`src/rtl/axis_vec_gen_if.sv`:
```
// AXI4-Stream beat bundle used by the test-vector generator.
// The generator drives the master side; the sink uses the slave side.
interface axis_vec_gen_if #(
    parameter int DATA_WIDTH = 16
);
    logic                  tvalid;
    logic                  tready;
    logic [DATA_WIDTH-1:0] tdata;
    logic                  tlast;

    modport master (
        output tvalid,
        output tdata,
        output tlast,
        input  tready
    );

    modport slave (
        input  tvalid,
        input  tdata,
        input  tlast,
        output tready
    );
endinterface

```
`src/rtl/axis_vec_gen.sv`:
```
// AXI4-Stream test-vector packet source: ramp, LFSR or impulse packets
// with programmable length, count and fixed inter-packet gap.
module axis_vec_gen #(
    parameter int DATA_WIDTH = 16,
    parameter int LEN_WIDTH  = 16,
    parameter int GAP_CYCLES = 2
) (
    input  logic                  S_AXIS_ACLK,
    input  logic                  S_AXIS_ARESETN,
    input  logic                  START,
    input  logic                  ABORT,
    input  logic [1:0]            MODE,
    input  logic [DATA_WIDTH-1:0] SEED,
    input  logic [LEN_WIDTH-1:0]  PKT_LEN,
    input  logic [LEN_WIDTH-1:0]  NUM_PKTS,
    axis_vec_gen_if.master        m_axis,
    output logic                  BUSY,
    output logic                  DONE,
    output logic [31:0]           BEAT_CNT
);
    typedef enum logic [1:0] {IDLE, SEND, GAP, FINISH} state_t;

    localparam int GW = (GAP_CYCLES > 1) ? $clog2(GAP_CYCLES) : 1;

    // Maximal-length Galois feedback masks; 16 bits uses 0xB400.
    function automatic logic [DATA_WIDTH-1:0] lfsr_taps(input int w);
        logic [31:0] m;
        case (w)
            8:       m = 32'h0000_00B8;
            9:       m = 32'h0000_0110;
            10:      m = 32'h0000_0240;
            11:      m = 32'h0000_0500;
            12:      m = 32'h0000_0829;
            13:      m = 32'h0000_100D;
            14:      m = 32'h0000_2015;
            15:      m = 32'h0000_6000;
            16:      m = 32'h0000_B400;
            17:      m = 32'h0001_2000;
            18:      m = 32'h0002_0400;
            19:      m = 32'h0004_0023;
            20:      m = 32'h0009_0000;
            21:      m = 32'h0014_0000;
            22:      m = 32'h0030_0000;
            23:      m = 32'h0042_0000;
            24:      m = 32'h00E1_0000;
            25:      m = 32'h0120_0000;
            26:      m = 32'h0200_0023;
            27:      m = 32'h0400_0013;
            28:      m = 32'h0900_0000;
            29:      m = 32'h1400_0000;
            30:      m = 32'h2000_0029;
            31:      m = 32'h4800_0000;
            default: m = 32'h8020_0003;
        endcase
        return DATA_WIDTH'(m);
    endfunction

    localparam logic [DATA_WIDTH-1:0] TAPS = lfsr_taps(DATA_WIDTH);

    // Value of the next beat given the current one and its packet index.
    function automatic logic [DATA_WIDTH-1:0] gen_next(
        input logic [1:0]            md,
        input logic [DATA_WIDTH-1:0] cur,
        input logic [LEN_WIDTH-1:0]  idx,
        input logic [DATA_WIDTH-1:0] sd
    );
        logic [DATA_WIDTH-1:0] v;
        case (md)
            2'd1:    v = cur[0] ? ((cur >> 1) ^ TAPS) : (cur >> 1);
            2'd2:    v = (idx == '0) ? sd : '0;
            default: v = cur + DATA_WIDTH'(1);
        endcase
        return v;
    endfunction

    state_t                state_q, state_n;
    logic                  tvalid_q, tvalid_n;
    logic [DATA_WIDTH-1:0] tdata_q, tdata_n;
    logic                  tlast_q, tlast_n;
    logic                  busy_q, busy_n;
    logic                  done_q, done_n;
    logic [31:0]           cnt_q, cnt_n;
    logic [1:0]            mode_q, mode_n;
    logic [DATA_WIDTH-1:0] seed_q, seed_n;
    logic [LEN_WIDTH-1:0]  len_q, len_n;
    logic [LEN_WIDTH-1:0]  left_q, left_n;
    logic [LEN_WIDTH-1:0]  idx_q, idx_n;
    logic [GW-1:0]         gap_q, gap_n;
    logic                  abort_q, abort_n;
    logic                  accept;
    logic                  go_fin;

    assign accept        = tvalid_q & m_axis.tready;
    assign m_axis.tvalid = tvalid_q;
    assign m_axis.tdata  = tdata_q;
    assign m_axis.tlast  = tlast_q;
    assign BUSY          = busy_q;
    assign DONE          = done_q;
    assign BEAT_CNT      = cnt_q;

    // Next-state and next-output logic for the packet sequencer.
    always_comb begin
        state_n  = state_q;
        tvalid_n = tvalid_q;
        tdata_n  = tdata_q;
        tlast_n  = tlast_q;
        busy_n   = busy_q;
        done_n   = 1'b0;
        cnt_n    = cnt_q;
        mode_n   = mode_q;
        seed_n   = seed_q;
        len_n    = len_q;
        left_n   = left_q;
        idx_n    = idx_q;
        gap_n    = gap_q;
        abort_n  = abort_q;
        go_fin   = 1'b0;
        unique case (state_q)
            IDLE: begin
                if (START) begin
                    mode_n  = MODE;
                    seed_n  = SEED;
                    len_n   = (PKT_LEN == '0) ? LEN_WIDTH'(1) : PKT_LEN;
                    left_n  = NUM_PKTS;
                    idx_n   = '0;
                    cnt_n   = '0;
                    abort_n = 1'b0;
                    if (NUM_PKTS == '0) begin
                        go_fin = 1'b1;
                    end else begin
                        state_n  = SEND;
                        busy_n   = 1'b1;
                        tvalid_n = 1'b1;
                        tdata_n  = (MODE == 2'd1 && SEED == '0) ?
                                   DATA_WIDTH'(1) : SEED;
                        tlast_n  = (PKT_LEN <= LEN_WIDTH'(1));
                    end
                end
            end
            SEND: begin
                abort_n = abort_q | ABORT;
                if (accept) begin
                    if (cnt_q != '1) cnt_n = cnt_q + 32'd1;
                    if (abort_n) begin
                        go_fin = 1'b1;
                    end else if (tlast_q) begin
                        left_n = left_q - LEN_WIDTH'(1);
                        if (left_q == LEN_WIDTH'(1)) begin
                            go_fin = 1'b1;
                        end else begin
                            idx_n   = '0;
                            tdata_n = gen_next(mode_q, tdata_q, '0, seed_q);
                            tlast_n = (len_q == LEN_WIDTH'(1));
                            if (GAP_CYCLES != 0) begin
                                state_n  = GAP;
                                tvalid_n = 1'b0;
                                gap_n    = GW'(GAP_CYCLES - 1);
                            end
                        end
                    end else begin
                        idx_n   = idx_q + LEN_WIDTH'(1);
                        tdata_n = gen_next(mode_q, tdata_q, idx_n, seed_q);
                        tlast_n = (idx_n == len_q - LEN_WIDTH'(1));
                    end
                end
            end
            GAP: begin
                if (ABORT) begin
                    go_fin = 1'b1;
                end else if (gap_q == '0) begin
                    state_n  = SEND;
                    tvalid_n = 1'b1;
                end else begin
                    gap_n = gap_q - GW'(1);
                end
            end
            FINISH: begin
                state_n = IDLE;
            end
            default: begin
                state_n = IDLE;
            end
        endcase
        if (go_fin) begin
            state_n  = FINISH;
            tvalid_n = 1'b0;
            tlast_n  = 1'b0;
            busy_n   = 1'b0;
            done_n   = 1'b1;
        end
    end

    // State and registered outputs, cleared immediately on reset.
    always_ff @(posedge S_AXIS_ACLK or negedge S_AXIS_ARESETN) begin
        if (!S_AXIS_ARESETN) begin
            state_q  <= IDLE;
            tvalid_q <= 1'b0;
            tdata_q  <= '0;
            tlast_q  <= 1'b0;
            busy_q   <= 1'b0;
            done_q   <= 1'b0;
            cnt_q    <= '0;
            mode_q   <= '0;
            seed_q   <= '0;
            len_q    <= '0;
            left_q   <= '0;
            idx_q    <= '0;
            gap_q    <= '0;
            abort_q  <= 1'b0;
        end else begin
            state_q  <= state_n;
            tvalid_q <= tvalid_n;
            tdata_q  <= tdata_n;
            tlast_q  <= tlast_n;
            busy_q   <= busy_n;
            done_q   <= done_n;
            cnt_q    <= cnt_n;
            mode_q   <= mode_n;
            seed_q   <= seed_n;
            len_q    <= len_n;
            left_q   <= left_n;
            idx_q    <= idx_n;
            gap_q    <= gap_n;
            abort_q  <= abort_n;
        end
    end
endmodule

```
`src/flat_wrapper.sv`:
```
// flat-port wrapper written by rule: the top's interface ports become plain ports
module axis_vec_gen_flat 
#(
    parameter int DATA_WIDTH = 16,
    parameter int LEN_WIDTH  = 16,
    parameter int GAP_CYCLES = 2
)
  (S_AXIS_ACLK, S_AXIS_ARESETN, START, ABORT, MODE, SEED, PKT_LEN, NUM_PKTS, BUSY, DONE, BEAT_CNT, m_axis_tvalid, m_axis_tdata, m_axis_tlast, m_axis_tready);
  axis_vec_gen_if #(.DATA_WIDTH(DATA_WIDTH)) m_axis_i ();
  input  logic S_AXIS_ACLK;
  input  logic S_AXIS_ARESETN;
  input  logic START;
  input  logic ABORT;
  input  logic [1:0] MODE;
  input  logic [DATA_WIDTH-1:0] SEED;
  input  logic [LEN_WIDTH-1:0] PKT_LEN;
  input  logic [LEN_WIDTH-1:0] NUM_PKTS;
  output logic BUSY;
  output logic DONE;
  output logic [31:0] BEAT_CNT;
  output wire logic [$bits(m_axis_i.tvalid)-1:0] m_axis_tvalid;
  output wire logic [$bits(m_axis_i.tdata)-1:0] m_axis_tdata;
  output wire logic [$bits(m_axis_i.tlast)-1:0] m_axis_tlast;
  input wire logic [$bits(m_axis_i.tready)-1:0] m_axis_tready;
  assign m_axis_tvalid = m_axis_i.tvalid;
  assign m_axis_tdata = m_axis_i.tdata;
  assign m_axis_tlast = m_axis_i.tlast;
  assign m_axis_i.tready = m_axis_tready;
  axis_vec_gen #(.DATA_WIDTH(DATA_WIDTH), .LEN_WIDTH(LEN_WIDTH), .GAP_CYCLES(GAP_CYCLES)) u_core (.S_AXIS_ACLK(S_AXIS_ACLK), .S_AXIS_ARESETN(S_AXIS_ARESETN), .START(START), .ABORT(ABORT), .MODE(MODE), .SEED(SEED), .PKT_LEN(PKT_LEN), .NUM_PKTS(NUM_PKTS), .m_axis(m_axis_i), .BUSY(BUSY), .DONE(DONE), .BEAT_CNT(BEAT_CNT));
endmodule
```
`config.mk`:
```
export PLATFORM = sky130hd
export DESIGN_NAME = axis_vec_gen_flat
export DESIGN_NICKNAME = d
export VERILOG_FILES = /design/src/rtl/axis_vec_gen_if.sv /design/src/rtl/axis_vec_gen.sv /design/src/flat_wrapper.sv
export SDC_FILE = /design/constraint.sdc
export NUM_CORES = 1
export LEC_CHECK = 0
export CAP_MARGIN = 10
export CORE_MARGIN = 2
export CORE_UTILIZATION = 35
export DETAILED_ROUTE_END_ITERATION = 10
export SYNTH_ARGS = -nofsm -noshare
export SYNTH_HDL_FRONTEND = slang
export SYNTH_SLANG_ARGS = --single-unit
```
`constraint.sdc`:
```
create_clock -name S_AXIS_ACLK -period 3.6 [get_ports S_AXIS_ACLK]
set_clock_uncertainty 0.1 [all_clocks]
set_input_delay 0.36 -clock S_AXIS_ACLK [delete_from_list [all_inputs] [get_ports S_AXIS_ACLK]]
set_output_delay 0.36 -clock S_AXIS_ACLK [all_outputs]
set_load 0.02 [all_outputs]
```
==> run summary <==
outcome -> complete, no violations
startpoint types -> register
final net count -> 1036
most frequent cells in the layout -> 122 x dfrtp_1, 105 x clkdlybuf4s50_1, 102 x nor2_1
Seq/Total Area, Yosys -> 0.3967
critical path peak fanout -> 10
Unique masters post-synth -> 69
Mean Syn Cell Area -> 8.794 sq um
num ports -> 107
largest net degree at the start of global routing -> 67
mux contribution to synthesized area -> 0.05610
Pre-antenna DRT Iters -> 7
synthesized instance count -> 875
initial antenna violation count -> 0
DRC viols -> 0
Post-Syn Nets -> 940
Clock Latency Late Sink -> 420 ps
layout cells sized above 1 -> 0.09572
GRT Total Usage -> 0.1899
WHS -> 297.1 ps
max cap viols -> 0
row count -> 54
Pins Over Slew Limit -> 0
Synth Flop Type -> dfrtp_1
CP required -> 3820 ps
1st-iter DRT viols -> 362
complex-gate fraction of the synthesized area -> 0.1579
grt ovf -> 0
port bufs -> 106
Final Critical Period -> 3123 ps
CTS tree -> built
Root Buffer -> clkbuf_16
synthesis-stage register bit count -> 122
cts repair resizes -> 0
Async SR Flop Fraction -> 1.000
Max Clk Rate -> 320.2 MHz
via count -> 6995
maximum vdd drop -> 0.3662 mV
cts bufs inserted -> 17
Antenna diodes -> 0
Layout Area Growth over Synthesis -> 26.29%
Slew headroom -> 0.4984
largest family of logic cells by synthesized area -> simple AND/OR/NAND/NOR gates
setup violators final -> 0
commonest non-fill, non-tap cell in the layout -> dfrtp_1
WP data arrival -> 3350 ps
vias per inst -> 5.543
Routed WL per cell -> 17.32 microns
clk slew on worst S/H paths -> 60 ps
# H-tree levels -> 4
Routed WL -> 21860 microns
worst hold path class -> in2async
final period utilization -> 0.8675
die width -> 152.3 microns
die footprint -> 23190 sq um
Least-Margin Pin Slew -> 752.4 ps
Routed Antenna Nets -> 0
core region area -> 21690 sq um
clock sinks -> 122
Post-synth EDFFs -> 0
Post-Syn Area -> 7695 sq um
PwrDens -> 745.8 nW/um^2
Die Y -> 152.3 microns
first-pass GRT wire length -> 36020 microns
area share of fa/ha/maj cells after synthesis -> 0.01626
Hold Vio Cnt, Final -> 0
deepest clock path buffer count -> 2
Warnings, synthesis -> 0
gp weighted congestion -> 0.8599
Post-Synth XOR/XNOR Area -> 0.09415
Crit Path Class -> reg2reg
FILL cells -> 2112
RSZ-0062 raised after global routing -> no
LEAKAGE -> 3.910 nW
vias in the first global route -> 6811
Crit. End Element -> register
starting density of the core -> 0.3548
Setup TNS -> 0 ps
post-detail-place hpwl -> 15740 microns
simple-gate area share of the yosys netlist -> 0.2465
-- worst max-delay path: stages, from the launching register on --
cell and delay, ps:
dfrtp_1 500, ha_1 370, nand2_1 270, o21a_1 270, nor2_1 180, nand4_1 270, o31ai_4 680, a31oi_1 180
o31ai_1 220
-- cell families after synthesis --
group | count (synthesis)
AND/OR/NAND/NOR | 370
AO/OA/AOI/OAI | 192
flip-flops | 122
XOR/XNOR | 78
buffers and inverters | 64
multiplexers | 39
adder cells (fa/ha/maj) | 10
-- path summary, 6_finish.rpt --
kind / from / endpoint / slack [ps] / cells past startpoint
setup reg to reg: u_core.idx_q[0] / u_core.m_axis.tdata[13] / 480 / 8
min in group S_AXIS_ACLK: u_core.seed_q[2] / u_core.seed_q[2] / 410 / 1
hold / removal: S_AXIS_ARESETN / u_core.seed_q[14] / 300 / 2
setup / recovery: u_core.idx_q[0] / u_core.m_axis.tdata[13] / 480 / 8
max in group asynchronous: S_AXIS_ARESETN / u_core.BEAT_CNT[2] / 2330 / 3
hold reg to reg: u_core.seed_q[2] / u_core.seed_q[2] / 410 / 1
-- Yosys cell counts (2+ instances only) --
cell      number  area, sq um
clkbuf_1      42        157.7
o211ai_1       5        37.54
xor2_1        42        367.9
a221oi_1       6        52.55
and3_1        17        106.4
inv_1         15        56.30
a31oi_1       12        75.07
nor4_4         2        42.54
or4_1          3        22.52
o21a_1         2        15.01
nand4_1       26        162.7
or3_1          6        37.54
mux2i_1        6        60.06
nand2b_1       6        37.54
o22a_1         3        26.28
a41oi_1        2        17.52
o21ai_1       10        50.05
a22o_1         3        26.28
and2_1         4        25.02
nand2_1       84        315.3
and4_1        12        105.1
nor2b_1        3        18.77
o41ai_1        2        17.52
a21oi_1       44        220.2
nor4_1        20        125.1
a211oi_1       8        60.06
nor3b_1        3        22.52
xnor3_1        3        67.56
ha_1          10        125.1
a221o_1        4        40.04
buf_2          4        20.02
and4b_1        2        20.02
o31ai_1       11        82.58
dfrtp_1      122         3053
o22ai_1        6        37.54
nand3_1       41        205.2
a22oi_1        8        60.06
xnor2_1       33        289.0
o221ai_1       2        17.52
o21ai_0       52        260.3
mux2_2        33        371.6
nor2_1       103        386.6
nor3_1        27        135.1
-- per-stage QoR --
step	instance area (sq um)	instances	util	total power, mW	worst slack (ps)
global placement	9087	1230	0.4190	5.443	478.9
floorplan	7695	875	-	4.417	986.7
CTS	9711	1261	0.4477	7.282	467.3
global route	9718	1262	0.4481	7.740	236.8
finish	9718	1262	0.4481	7.248	477.0
detailed placement	9087	1230	0.4190	5.460	468.6
-- area by class of cell --
cell class | instances | area, sq um | share of cell area
multi-input combinational | 689 | 4413 | 0.4541
timing repair buffer | 125 | 1229 | 0.1264
sequential | 122 | 3053 | 0.3141
clock inverter | 6 | 111.4 | 0.01146
clock buffer | 24 | 501.7 | 0.05163
tap | 280 | 350.3 | 0.03605
inverter | 16 | 60.06 | 0.006180
-- routing by layer --
layer | up-vias | routed length (microns) | global-route usage
li1 | 3383 | - | -
met1 | 3366 | 9854 | 0.2493
met2 | 215 | 10450 | 0.3151
met3 | 31 | 1154 | 0.03896
met4 | 0 | 401 | 0.06053
met5 | - | 0 | 0
-- power by group --
group          total (mW)  internal [mW]  switching (mW)
Combinational        3.06           1.34            1.72
Clock                1.78           1.17           0.611
Sequential           2.40           1.80           0.599
Total                7.25           4.32            2.93
-- registers in the layout, indices dropped and copies added, names as in the netlist, 2 cells and up --
name / count
u_core.state_q: 2
u_core.left_q: 16
u_core.seed_q: 16
u_core.idx_q: 16
u_core.len_q: 16
u_core.BEAT_CNT: 32
u_core.m_axis.tdata: 16
u_core.mode_q: 2
-- what timing repair did --
| item | 4_1_cts | 5_1_grt |
|---|---|---|
| hold buffers | 1 | 0 |
| hold endpoints to repair | 23 | 0 |
| buffers inserted | 0 | 0 |
(Power assumes the default switching activity.)
